$ cat src/rtl/vga_scanout_if.sv
// Video memory read port between the scan-out engine and data memory.
// The address is combinational from the engine's registers; read data
// returns one clock later, bytes packed little-endian.
interface vga_scanout_if;
  logic [31:0] vmem_addr;
  logic [31:0] vmem_rdata;

  modport master (output vmem_addr, input  vmem_rdata);
  modport slave  (input  vmem_addr, output vmem_rdata);
endinterface

$ cat src/rtl/vga_scanout.sv
// VGA 640x480@60 scan-out engine. Derives the 25 MHz pixel rate from the
// 100 MHz clock with a 2-bit phase counter, fetches RGB332 framebuffer
// bytes (160x120, each drawn as a 4x4 block) and expands them to 8 bits per
// channel. Pins are registered on the pixel-enable edge, so they lag the
// counters by one pixel period. The framebuffer base switches only at the
// end of the last visible line.
module vga_scanout #(
  parameter logic [31:0] FB_BASE0 = 32'h0000_1000,
  parameter logic [31:0] FB_BASE1 = 32'h0000_6000
) (
  input  logic                 clk,
  input  logic                 reset,
  input  logic                 fb_sel,
  vga_scanout_if.master        vmem,
  output logic                 frame_done,
  output logic                 vgaclk,
  output logic                 hsync,
  output logic                 vsync,
  output logic                 sync_b,
  output logic                 blank_b,
  output logic [7:0]           r,
  output logic [7:0]           g,
  output logic [7:0]           b
);

  localparam logic [9:0] H_VIS     = 10'd640;
  localparam logic [9:0] H_LAST    = 10'd799;
  localparam logic [9:0] H_SYNC_LO = 10'd656;
  localparam logic [9:0] H_SYNC_HI = 10'd751;
  localparam logic [9:0] V_VIS     = 10'd480;
  localparam logic [9:0] V_LAST    = 10'd524;
  localparam logic [9:0] V_LAST_VIS = 10'd479;
  localparam logic [9:0] V_SYNC_LO = 10'd490;
  localparam logic [9:0] V_SYNC_HI = 10'd491;

  // 3-bit channel to 8 bits: replicate, then fill with the top two bits
  function automatic logic [7:0] expand3(input logic [2:0] c);
    return {c, c, c[2:1]};
  endfunction

  // 2-bit channel to 8 bits by plain replication
  function automatic logic [7:0] expand2(input logic [1:0] c);
    return {c, c, c, c};
  endfunction

  logic [1:0]  ph_q, ph_d;
  logic [9:0]  hcnt_q, hcnt_d;
  logic [9:0]  vcnt_q, vcnt_d;
  logic [31:0] base_q, base_d;
  logic        frame_done_q, frame_done_d;
  logic        hsync_q, hsync_d;
  logic        vsync_q, vsync_d;
  logic        sync_b_q, sync_b_d;
  logic        blank_b_q, blank_b_d;
  logic [7:0]  r_q, r_d;
  logic [7:0]  g_q, g_d;
  logic [7:0]  b_q, b_d;

  logic        pix_en;
  logic        visible;
  logic        frame_end;
  logic [31:0] y_w;
  logic [7:0]  pix_byte;

  // Timing counters, frame-end detection and base selection
  always_comb begin
    pix_en    = (ph_q == 2'd3);
    visible   = (hcnt_q < H_VIS) && (vcnt_q < V_VIS);
    frame_end = pix_en && (hcnt_q == H_LAST) && (vcnt_q == V_LAST_VIS);
    ph_d      = ph_q + 2'd1;
    hcnt_d    = hcnt_q;
    vcnt_d    = vcnt_q;
    if (pix_en) begin
      if (hcnt_q == H_LAST) begin
        hcnt_d = 10'd0;
        vcnt_d = (vcnt_q == V_LAST) ? 10'd0 : vcnt_q + 10'd1;
      end else begin
        hcnt_d = hcnt_q + 10'd1;
      end
    end
    base_d       = frame_end ? (fb_sel ? FB_BASE1 : FB_BASE0) : base_q;
    frame_done_d = frame_end;
  end

  // Word address: base + y*160 + x rounded down to a word; base alone in blanking
  always_comb begin
    y_w = {24'd0, vcnt_q[9:2]};
    if (visible)
      vmem.vmem_addr = base_q + (y_w << 7) + (y_w << 5) + {24'd0, hcnt_q[9:4], 2'b00};
    else
      vmem.vmem_addr = base_q;
  end

  // Byte lane select and next pin values, committed only on pixel enable
  always_comb begin
    case (hcnt_q[3:2])
      2'd0:    pix_byte = vmem.vmem_rdata[7:0];
      2'd1:    pix_byte = vmem.vmem_rdata[15:8];
      2'd2:    pix_byte = vmem.vmem_rdata[23:16];
      default: pix_byte = vmem.vmem_rdata[31:24];
    endcase
    hsync_d   = hsync_q;
    vsync_d   = vsync_q;
    sync_b_d  = sync_b_q;
    blank_b_d = blank_b_q;
    r_d       = r_q;
    g_d       = g_q;
    b_d       = b_q;
    if (pix_en) begin
      hsync_d   = !((hcnt_q >= H_SYNC_LO) && (hcnt_q <= H_SYNC_HI));
      vsync_d   = !((vcnt_q >= V_SYNC_LO) && (vcnt_q <= V_SYNC_HI));
      sync_b_d  = hsync_d & vsync_d;
      blank_b_d = visible;
      r_d       = visible ? expand3(pix_byte[7:5]) : 8'd0;
      g_d       = visible ? expand3(pix_byte[4:2]) : 8'd0;
      b_d       = visible ? expand2(pix_byte[1:0]) : 8'd0;
    end
  end

  // State registers; reset restarts the scan at pixel (0,0) on framebuffer 0
  always_ff @(posedge clk or posedge reset) begin
    if (reset) begin
      ph_q         <= 2'd0;
      hcnt_q       <= 10'd0;
      vcnt_q       <= 10'd0;
      base_q       <= FB_BASE0;
      frame_done_q <= 1'b0;
      hsync_q      <= 1'b1;
      vsync_q      <= 1'b1;
      sync_b_q     <= 1'b1;
      blank_b_q    <= 1'b0;
      r_q          <= 8'd0;
      g_q          <= 8'd0;
      b_q          <= 8'd0;
    end else begin
      ph_q         <= ph_d;
      hcnt_q       <= hcnt_d;
      vcnt_q       <= vcnt_d;
      base_q       <= base_d;
      frame_done_q <= frame_done_d;
      hsync_q      <= hsync_d;
      vsync_q      <= vsync_d;
      sync_b_q     <= sync_b_d;
      blank_b_q    <= blank_b_d;
      r_q          <= r_d;
      g_q          <= g_d;
      b_q          <= b_d;
    end
  end

  assign vgaclk     = ph_q[1];
  assign frame_done = frame_done_q;
  assign hsync      = hsync_q;
  assign vsync      = vsync_q;
  assign sync_b     = sync_b_q;
  assign blank_b    = blank_b_q;
  assign r          = r_q;
  assign g          = g_q;
  assign b          = b_q;

endmodule

$ cat src/flat_wrapper.sv
// flat-port wrapper written by rule: the top's interface ports become plain ports
module vga_scanout_flat 
#(
  parameter logic [31:0] FB_BASE0 = 32'h0000_1000,
  parameter logic [31:0] FB_BASE1 = 32'h0000_6000
)
  (clk, reset, fb_sel, frame_done, vgaclk, hsync, vsync, sync_b, blank_b, r, g, b, vmem_vmem_addr, vmem_vmem_rdata);
  vga_scanout_if vmem_i ();
  input  logic clk;
  input  logic reset;
  input  logic fb_sel;
  output logic frame_done;
  output logic vgaclk;
  output logic hsync;
  output logic vsync;
  output logic sync_b;
  output logic blank_b;
  output logic [7:0] r;
  output logic [7:0] g;
  output logic [7:0] b;
  output wire logic [$bits(vmem_i.vmem_addr)-1:0] vmem_vmem_addr;
  input wire logic [$bits(vmem_i.vmem_rdata)-1:0] vmem_vmem_rdata;
  assign vmem_vmem_addr = vmem_i.vmem_addr;
  assign vmem_i.vmem_rdata = vmem_vmem_rdata;
  vga_scanout #(.FB_BASE0(FB_BASE0), .FB_BASE1(FB_BASE1)) u_core (.clk(clk), .reset(reset), .fb_sel(fb_sel), .vmem(vmem_i), .frame_done(frame_done), .vgaclk(vgaclk), .hsync(hsync), .vsync(vsync), .sync_b(sync_b), .blank_b(blank_b), .r(r), .g(g), .b(b));
endmodule
$ cat config.mk
export PLATFORM = sky130hd
export DESIGN_NAME = vga_scanout_flat
export DESIGN_NICKNAME = d
export VERILOG_FILES = /design/src/rtl/vga_scanout_if.sv /design/src/rtl/vga_scanout.sv /design/src/flat_wrapper.sv
export SDC_FILE = /design/constraint.sdc
export NUM_CORES = 1
export LEC_CHECK = 0
export CAP_MARGIN = 20
export CELL_PAD_IN_SITES_DETAIL_PLACEMENT = 0
export CELL_PAD_IN_SITES_GLOBAL_PLACEMENT = 1
export CORE_MARGIN = 3
export CORE_UTILIZATION = 37
export CTS_CLUSTER_DIAMETER = 100
export DETAILED_ROUTE_END_ITERATION = 8
export HOLD_SLACK_MARGIN = 0.12
export PLACE_DENSITY_LB_ADDON = 0.25
export SYNTH_ARGS = -nofsm -noshare
export SYNTH_HDL_FRONTEND = slang
export SYNTH_SLANG_ARGS = --single-unit
$ cat constraint.sdc
create_clock -name clk -period 4.24 [get_ports clk]
set_input_delay 0.636 -clock clk [delete_from_list [all_inputs] [get_ports clk]]
set_output_delay 0.636 -clock clk [all_outputs]
set_load 0.01 [all_outputs]
==> results.sh <==
export IMPL_status="completed"
export IMPL_synth_top_cell_area_share=0.291
export IMPL_htree_num_levels=2
export IMPL_yosysMostFrequentCell="buf_4"
export IMPL_place_hpwl_mm=4.74
export IMPL_synth_edff_count=0
export IMPL_post_route_cells_drive_above_1_share=0.0780
export IMPL_die_h_um=93.6
export IMPL_area_growth_pct=27.9
export IMPL_fin_setup_tns_ns=0
export IMPL_filler_cell_count=708
export IMPL_synth_commonest_cells="35 x buf_4, 33 x dfrtp_1, 27 x inv_1"
export IMPL_total_power_mw=0.717
export IMPL_hold_class="flip-flop to flip-flop"
export IMPL_grt_overflow=0
export IMPL_max_vdd_ir_drop_mv=0.108
export IMPL_ys_types=48
export IMPL_root_buffer="clkbuf_8"
export IMPL_tritoncts="yes"
export IMPL_rsz0062_at_grt="no"
export IMPL_std_cell_rows=31
export IMPL_path_class="flip-flop to primary output"
export IMPL_drt_iter0_drc=61
export IMPL_setup_ws_ns=0.284
export IMPL_period_needed_ns=3.96
export IMPL_die_area_um2=8770
export IMPL_cp_start_kind="flip-flop"
export IMPL_cp_slowest_stage_delay_ns=0.56
export IMPL_critPathArrivalTime_ns=3.32
export IMPL_die_w_um=93.6
export IMPL_endpoint_kind="primary output"
export IMPL_p_leak_nw=1.66
export IMPL_ys_ff_latch=37
export IMPL_post_dp_cell_area_um2=3530
export IMPL_setup_viol=0
export IMPL_num_antenna_cells=0
export IMPL_cts_hold_buf=0
export IMPL_crit_top_cell="inv_1"
export IMPL_hold_viol=0
export IMPL_syn_inst=296
export IMPL_power_density_nw_per_um2=197
export IMPL_drtPass1Iterations=4
export IMPL_fmaxAchievable_mhz=253
export IMPL_synthFlopType="dfrtp_1"
export IMPL_viasPerCell=4.81
export IMPL_numCtsBuffers=5
export IMPL_instances_no_fill=458
export IMPL_post_cts_resized=0
export IMPL_ys_seq_area_frac=0.328
export IMPL_grt_pass1_vias=2076
export IMPL_gp_congestion=0.819
export IMPL_totalWireLength_mm=6.24
export IMPL_boundaryPins=97
export IMPL_slew_viol_final=0
export IMPL_dpl_cell_count=450
export IMPL_antenna_found_initial=0
export IMPL_async_flop_share=1.00
export IMPL_fin_util=0.493
export IMPL_post_cts_setup_buffer_count=0
export IMPL_via_count=2204
export IMPL_clock_latency_ns=0.29
export IMPL_cts_sinks=37
export IMPL_synth_area_per_cell_um2=9.60
export IMPL_portBuffers=79
export IMPL_wl_per_cell_um=13.6
export IMPL_worst_pin_slew_ns=0.645
export IMPL_slew_headroom=0.570
export IMPL_synth_top_area_cell="dfrtp_1"
export IMPL_worstPathCellList="inv_1 -> fa_1 -> inv_1 -> ha_1 -> a21o_1 -> nand4_1 -> a31oi_1 -> a311o_1 -> mux2i_1 -> clkdlybuf4s50_1"
export IMPL_ant_nets=0
export IMPL_holdWs_ns=0.428
export IMPL_clkTransAtPathRegs_ns=0.07
export IMPL_grt_max_degree=38
export IMPL_skew_ns=0.00415
export IMPL_core_um2=7370
export IMPL_syn_cell_area_um2=2840
export IMPL_ys_top_cells_by_area="dfrtp_1 29%, ha_1 9.7%, buf_4 9.2%"
export IMPL_yosysWarnings=0
export IMPL_grt_pass1_wl_mm=10.0
export IMPL_crit_fanout=8
export IMPL_drc=0
export IMPL_initial_core_util=0.386
export IMPL_min_period_over_period=0.933
export IMPL_fin_area_um2=3630
export IMPL_drv_cap=0
export IMPL_cts_path_max_buffers=2
export IMPL_place_ws_ns=0.620
export IMPL_grt_util_all_layers=0.142
export IMPL_cp_required_ns=3.60
export IMPL_nets=418
export IMPL_cpMaxStageDelayCell="fa_1"
==> cells in the final DEF (no fill, tap or decap), types with 7 or more instances in the layout <==
cell type | Yosys | routed
ha_1 | 22 | 22
conb_1 | 1 | 17
dfrtp_1 | 33 | 33
o21ai_0 | 18 | 18
inv_1 | 27 | 27
nand3_1 | 15 | 15
xor2_1 | 7 | 7
clkdlybuf4s50_1 | 0 | 79
nor2_1 | 22 | 22
and2_1 | 7 | 7
clkbuf_8 | 0 | 7
nand2_1 | 16 | 16
xnor2_1 | 11 | 11
==> metal layers <==
| layer | vias up | global-route usage | part of all wire |
|---|---|---|---|
| met3 | 7 | 0.0314 | 0.042 |
| met4 | 0 | 0.0265 | 0.0088 |
| met1 | 1044 | 0.195 | 0.46 |
| li1 | 1093 | - | - |
| met2 | 60 | 0.233 | 0.49 |
| met5 | - | 0 | 0 |
==> kinds of logic (layout without fill, tap and decap cells) <==
| group | Yosys count | count (layout) | synth area share |
|---|---|---|---|
| buffers and inverters | 69 | 116 | 0.141 |
| AO/OA/AOI/OAI | 42 | 42 | 0.0885 |
| XOR/XNOR | 18 | 18 | 0.0555 |
| AND/OR/NAND/NOR | 92 | 92 | 0.182 |
| other | 1 | 17 | 0.00132 |
| flip-flops | 37 | 37 | 0.328 |
| adder cells (fa/ha/maj) | 25 | 25 | 0.118 |
| multiplexers | 12 | 12 | 0.0863 |
==> critical path, delay by kind of cell (launching register included) <==
kind | cells | cell delay [ns]
compound gates | 3 | 0.71
buf+inv | 3 | 0.70
fa+ha+maj | 2 | 0.84
flops | 1 | 0.47
mux | 1 | 0.19
simple gates | 1 | 0.13
==> where the power goes <==
group	switching, mW	internal, mW	leakage (nW)
registers	0.00378	0.357	0.465
logic	0.0298	0.0539	1.14
clock network	0.126	0.147	0.0542
total	0.160	0.558	1.66
==> sequential cells by signal, indices dropped and copies added, names as in the netlist <==
| signal | count |
|---|---|
| u_core.hcnt_q | 10 |
| u_core.b | 2 |
| u_core.vsync | 1 |
| u_core.blank_b | 1 |
| u_core.frame_done | 1 |
| u_core.hsync | 1 |
| u_core.base_q | 2 |
| u_core.sync_b | 1 |
| u_core.ph_q | 2 |
| u_core.g | 3 |
| u_core.r | 3 |
| u_core.vcnt_q | 10 |
==> cell type report <==
cell class              instances  area, um^2  area share
repair buffers                 81         806       0.222
clock inverters                 1        5.00     0.00138
clock buffers                   7        96.3      0.0265
flip-flops and latches         37         931       0.256
inverters                      27         101      0.0279
well taps                      99         124      0.0341
multi-input cells             206        1570       0.432
==> path summary, 6_finish.rpt <==
check	startpoint	endpoint	slack, ns	depth (start not counted)
setup / recovery	u_core.vcnt_q[4]$_DFFE_PP0P_	vmem_vmem_addr[15]	0.28	10
hold / removal	u_core.ph_q[0]$_DFF_PP0_	u_core.ph_q[0]$_DFF_PP0_	0.43	1
setup reg to reg	u_core.ph_q[1]$_DFF_PP0_	u_core.base_q[13]$_DFFE_PP0P_	2.14	7
hold reg to reg	u_core.ph_q[0]$_DFF_PP0_	u_core.ph_q[0]$_DFF_PP0_	0.43	1
max in group asynchronous	reset	u_core.sync_b$_DFFE_PP1P_	3.12	3
min in group asynchronous	reset	u_core.blank_b$_DFFE_PP0P_	0.76	3
(Power assumes the default switching activity.)
==> patch 1 (config.mk and constraints unchanged) <==
`g_q` no longer has a reset.
--- a/src/rtl/vga_scanout.sv
+++ b/src/rtl/vga_scanout.sv
@@ -132,3 +132,2 @@
       r_q          <= 8'd0;
-      g_q          <= 8'd0;
       b_q          <= 8'd0;
@@ -145,5 +144,8 @@
       r_q          <= r_d;
-      g_q          <= g_d;
       b_q          <= b_d;
     end
+  end
+
+  always_ff @(posedge clk) begin
+    g_q <= g_d;
   end
Behaviour: differs if reset is asserted again (counterexample within 10 cycles, from zero or initial values and one cycle with reset high); with reset held inactive, the same outputs for 10 cycles.
==> patch 1 against the unedited design <==
  * Sequential cell count unchanged
  * Register-to-register slack better by 30 ps
  * Synthesized area down 0.26%
  * Routed wire length down 2.4%
  * Via count down 1.9%
  * Critical endpoint is now vmem_vmem_addr[12]
  * Power down 6.5%
  * Setup slack better by 99 ps
  * Core utilization up 0.41 points
  * Final area up 0.31%
  * Synthesized cell count down 0.68%
==> patch 1: results (changes against the unedited design) <==
status -> complete, no violations
Synth cell types -> 48 (unchanged)
Max-slew headroom -> 59.2% (+2.2 points)
Post-synth EDFFs -> 3 (+3)
clock latency on the worst-skew pair -> 280 ps
Yosys warnings -> 0 (unchanged)
Top Registers -> u_core.hcnt_q x10, u_core.vcnt_q x10
share of post-route cells with drive strength above 1 -> 6.39% (-1.4 points)
Post-synth top cells -> buf_4 (34), dfrtp_1 (30), inv_1 (25)
CTS H-tree lvls -> 2 (unchanged)
vias in the first global route -> 2038 (-1.8%)
Root Buffer -> clkbuf_8
initial detailed-routing violation count -> 72 (+18%)
Final Wtd Congestion -> 0.757 (-7.5%)
largest net degree at the start of global routing -> 27 (-29%)
HPWL Detailed -> 4800 um (+1.2%)
LEAKAGE -> 1.63 nW (-2.2%)
GRT Total Usage -> 14.2% (-0.039 points)
# port buffers -> 79 (unchanged)
CP Max Fanout -> 8 (unchanged)
maximum root-to-sink buffer count -> 2 (unchanged)
Seq/Total Area, Yosys -> 33.4% (+0.62 points)
Fin Clk Skew -> 2.91 ps (-1.24 ps)
Primary FF master, synth -> dfrtp_1
DRT Wirelength -> 6090 um (-2.4%)
via/cell ratio -> 4.71 (-2.1%)
first-pass GRT wire length -> 10100 um (+1.2%)
Diodes inserted -> 0 (unchanged)
Post-CTS Repair Setup Buffers -> 0 (unchanged)
Hold Path Class -> reg2reg
TritonCTS buffer count -> 5 (unchanged)
VDD IR max -> 127 uV (+17%)
antenna violations before repair -> 0 (unchanged)
share of flip-flops with an asynchronous set or reset -> 91.9% (-8.1 points)
pre-CTS setup slack -> 657 ps (+37.2 ps)
First-pass DRT Iterations -> 4 (unchanged)
Final Net Count -> 419 (+0.24%)
top post-synthesis cells by area -> dfrtp_1 (26%), ha_1 (9.7%), buf_4 (9.0%)
cells resized by post-CTS repair -> 0 (unchanged)
register clock-pin slew on the reported worst setup and hold paths -> 70 ps (about the same)
## patch 1: cell count changes after synthesis, moves of 3 or more
cell / delta
a21oi_1: +3
and2_1: +3
dfrtp_1: -3
edfxtp_1: +3
nand2_1: +3
nand3_1: -3
## patch 1: layout make-up
class / count / area [um^2]
sequential: 37 / 946
fill: 688 / 3690
clock buffer: 8 / 80.1
multi-input combinational: 208 / 1570
timing repair buffer: 82 / 833
tap: 99 / 124
inverter: 25 / 93.8
## patch 1: worst paths after layout
path / from / endpoint / slack, ps / depth (start not counted)
hold / removal: u_core.ph_q[0]$_DFF_PP0_ / u_core.ph_q[0]$_DFF_PP0_ / 430 / 1
max in group asynchronous: reset / u_core.hcnt_q[0]$_DFFE_PP0P_ / 3080 / 4
min in group asynchronous: reset / u_core.blank_b$_DFFE_PP0P_ / 580 / 2
setup / recovery: u_core.vcnt_q[4]$_DFFE_PP0P_ / vmem_vmem_addr[12] / 380 / 9
setup reg to reg: u_core.ph_q[1]$_DFF_PP0_ / u_core.base_q[13]$_DFFE_PP0P_ / 2170 / 7
hold reg to reg: u_core.ph_q[0]$_DFF_PP0_ / u_core.ph_q[0]$_DFF_PP0_ / 430 / 1
## patch 1: power breakdown
| group | switching (mW) | total [mW] | internal (mW) |
|---|---|---|---|
| registers | 0.00266 | 0.362 | 0.359 |
| clock network | 0.115 | 0.232 | 0.117 |
| logic | 0.0262 | 0.0764 | 0.0502 |
## patch 1: per-stage QoR
step	hold WS (ps)	cells	cell area [um^2]	util (%)
finish	426	459	3640	49.7
global route	485	459	3640	49.7
CTS	424	458	3620	49.3
detailed placement	414	450	3540	48.3
global placement	410	450	3540	48.3
floorplan	398	310	2890	-
## patch 1: critical path, stage by stage, from the launching register on
cell and delay (ps):
dfrtp_1 490, inv_1 100, fa_1 510, fa_1 460
nand2b_1 190, a211oi_1 230, nor2b_1 90, xor2_1 140
o21ai_0 170, clkdlybuf4s50_1 570
## patch 1: kinds of logic (layout without fill, tap and decap cells)
logic type      Yosys count  count (layout)  synth area share, %
simple gates             97              97                 18.9
buf+inv                  65             115                 13.4
compound gates           39              39                 8.04
flops                    37              37                 33.4
fa+ha+maj                25              25                 11.8
xor+xnor                 18              18                 5.56
mux                      12              12                 8.79
other cells               1              17                0.132
## patch 1: metal layers
metal / wire length [um] / vias to the layer above / global-route usage (%)
met5: 0 / - / 0
met3: 202 / 2 / 1.69
met4: 31 / 0 / 2.93
li1: - / 1095 / -
met2: 3040 / 44 / 23.1
met1: 2820 / 1022 / 20.3
==> patch 2 (same flow settings) <==
Made on the original files. The output `frame_done` loses its register stage (`frame_done_q` becomes a continuous assignment).
--- a/src/rtl/vga_scanout.sv
+++ b/src/rtl/vga_scanout.sv
@@ -126,3 +126,2 @@
       base_q       <= FB_BASE0;
-      frame_done_q <= 1'b0;
       hsync_q      <= 1'b1;
@@ -139,3 +138,2 @@
       base_q       <= base_d;
-      frame_done_q <= frame_done_d;
       hsync_q      <= hsync_d;
@@ -149,2 +147,4 @@
   end
+
+  assign frame_done_q = frame_done_d;
 
Behaviour: same outputs for any inputs over 10 cycles, from zero or initial values and one cycle with reset high; that may be too few to reach the edited logic, so the function may still have changed.
==> patch 2 against the unedited design <==
  * Final area down 0.41%
  * Routed wire length fell by 0.48%
  * Sequential cell count decreased by 1
  * Synthesized area fell by 0.88%
  * Core utilization rose by 0.056 points
  * Setup slack worse by 11 ps
  * Power grew 2.9%
  * Via count grew 1.4%
  * Critical endpoint is now vmem_vmem_addr[12]
==> patch 2: results (changes against the unedited design) <==
CP arrival -> 3330 ps (about the same)
met3 Use GR -> 1.93% (-1.2 points)
HPWL Detailed -> 4810 um (+1.6%)
Seq/Total Area, Yosys -> 32.2% (-0.60 points)
VDD IR max -> 111 uV (+3.0%)
Fin Clk Skew -> 8.22 ps (+4.07 ps)
antenna violations before repair -> 0 (unchanged)
Slew @ Worst Pin -> 652 ps (+7.13 ps)
slowest cell on the critical path -> clkdlybuf4s50_1
vias in the first global route -> 2111 (+1.7%)
Top Registers -> u_core.hcnt_q x10, u_core.vcnt_q x10
placed cell areas -> 3510 um^2 (-0.71%)
clock latency on the worst-skew pair -> 290 ps (about the same)
Hold Path Class -> reg2reg
GRT Total Usage -> 14.5% (+0.23 points)
maximum root-to-sink buffer count -> 2 (unchanged)
Post-CTS Repair Setup Buffers -> 0 (unchanged)
Root Buffer -> clkbuf_8
slowest stage delay, CP -> 570 ps
status -> complete, no violations
met1 Usage GRT -> 20.8% (+1.4 points)
via/cell ratio -> 4.89 (+1.6%)
Final Net Count -> 417 (-0.24%)
First-pass DRT Iterations -> 4 (unchanged)
share of post-route cells with drive strength above 1 -> 7.82% (+0.022 points)
Post-synth top cells -> buf_4 (35), dfrtp_1 (32), inv_1 (27)
TNS Setup -> 0 ps (unchanged)
# DRC -> 0 (unchanged)
DRT Wirelength -> 6210 um (-0.48%)
Diodes inserted -> 0 (unchanged)
first-pass GRT wire length -> 10300 um (+2.7%)
met2 Use GR -> 23.2% (-0.12 points)
share of flip-flops with an asynchronous set or reset -> 100% (unchanged)
top post-synthesis cells by area -> dfrtp_1 (28%), ha_1 (9.8%), buf_4 (9.3%)
Primary FF master, synth -> dfrtp_1
Psw -> 0.163 mW (+2.0%)
register clock-pin slew on the reported worst setup and hold paths -> 80 ps
Final Wtd Congestion -> 0.773 (-5.6%)
Yosys warnings -> 0 (unchanged)
initial detailed-routing violation count -> 69 (+13%)
largest net degree at the start of global routing -> 37 (-2.6%)
LEAKAGE -> 1.65 nW (-0.85%)
CP Max Fanout -> 8 (unchanged)
cells resized by post-CTS repair -> 0 (unchanged)
[patch 2: cell type report]
type / instances / area, um^2
Multi-Input combinational cell: 206 / 1570
Tap cell: 99 / 124
Fill cell: 690 / 3710
Sequential cell: 36 / 906
Timing Repair Buffer: 81 / 806
Clock inverter: 3 / 42.5
Clock buffer: 5 / 68.8
Inverter: 27 / 101
[patch 2: logic make-up (layout without fill, tap and decap cells)]
logic type,Yosys count,after routing,share of synthesized area (%)
AOI/OAI and AO/OA,42,42,8.93
and+or+nand+nor,92,92,18.3
other,1,17,0.133
DFF,36,36,32.2
adders and majority gates,25,25,11.9
buffers and inverters,69,116,14.2
xor gates and xnor gates,18,18,5.60
muxes,12,12,8.71
[patch 2: metrics by stage]
step	setup slack (ps)	std cells	total power [mW]
2_1_floorplan	1200	311	0.407
3_3_place_gp	641	449	0.442
3_5_place_dp	584	449	0.442
4_1_cts	256	457	0.750
5_1_grt	21.6	457	0.773
6_report	272	457	0.738
[patch 2: power by group through the flow]
stage               sequential (mW)  clock [mW]  combinational (mW)
finish                        0.351       0.303              0.0839
global route                  0.352       0.330              0.0909
CTS                           0.351       0.314              0.0848
detailed placement            0.358           0              0.0846
global placement              0.358           0              0.0841
floorplan                     0.359           0              0.0476
[patch 2: path summary, 6_finish.rpt]
path / start / to / slack [ps] / cells past startpoint
max in group asynchronous: reset / u_core.hsync$_DFFE_PP1P_ / 3120 / 3
worst min-delay path: u_core.ph_q[0]$_DFF_PP0_ / u_core.ph_q[0]$_DFF_PP0_ / 430 / 1
min in group asynchronous: reset / u_core.base_q[13]$_DFFE_PP0P_ / 760 / 3
worst max-delay path: u_core.vcnt_q[4]$_DFFE_PP0P_ / vmem_vmem_addr[12] / 270 / 9
worst min register to register: u_core.ph_q[0]$_DFF_PP0_ / u_core.ph_q[0]$_DFF_PP0_ / 430 / 1
worst max register to register: u_core.ph_q[1]$_DFF_PP0_ / u_core.base_q[13]$_DFFE_PP0P_ / 2110 / 7
[patch 2: per-layer routing]
| layer | vias to the layer above | wire length [um] |
|---|---|---|
| met5 | - | 0 |
| met4 | 0 | 41 |
| met3 | 4 | 295 |
| met2 | 65 | 3020 |
| met1 | 1075 | 2850 |
| li1 | 1090 | - |
[patch 2: worst max-delay path, delay by kind of cell, from the launching register on]
family | cells | cell delay [ps]
AO/OA/AOI/OAI | 3 | 610
XOR/XNOR | 1 | 160
adder cells (fa/ha/maj) | 2 | 980
buffers and inverters | 2 | 660
flip-flops | 1 | 470
AND/OR/NAND/NOR | 1 | 160
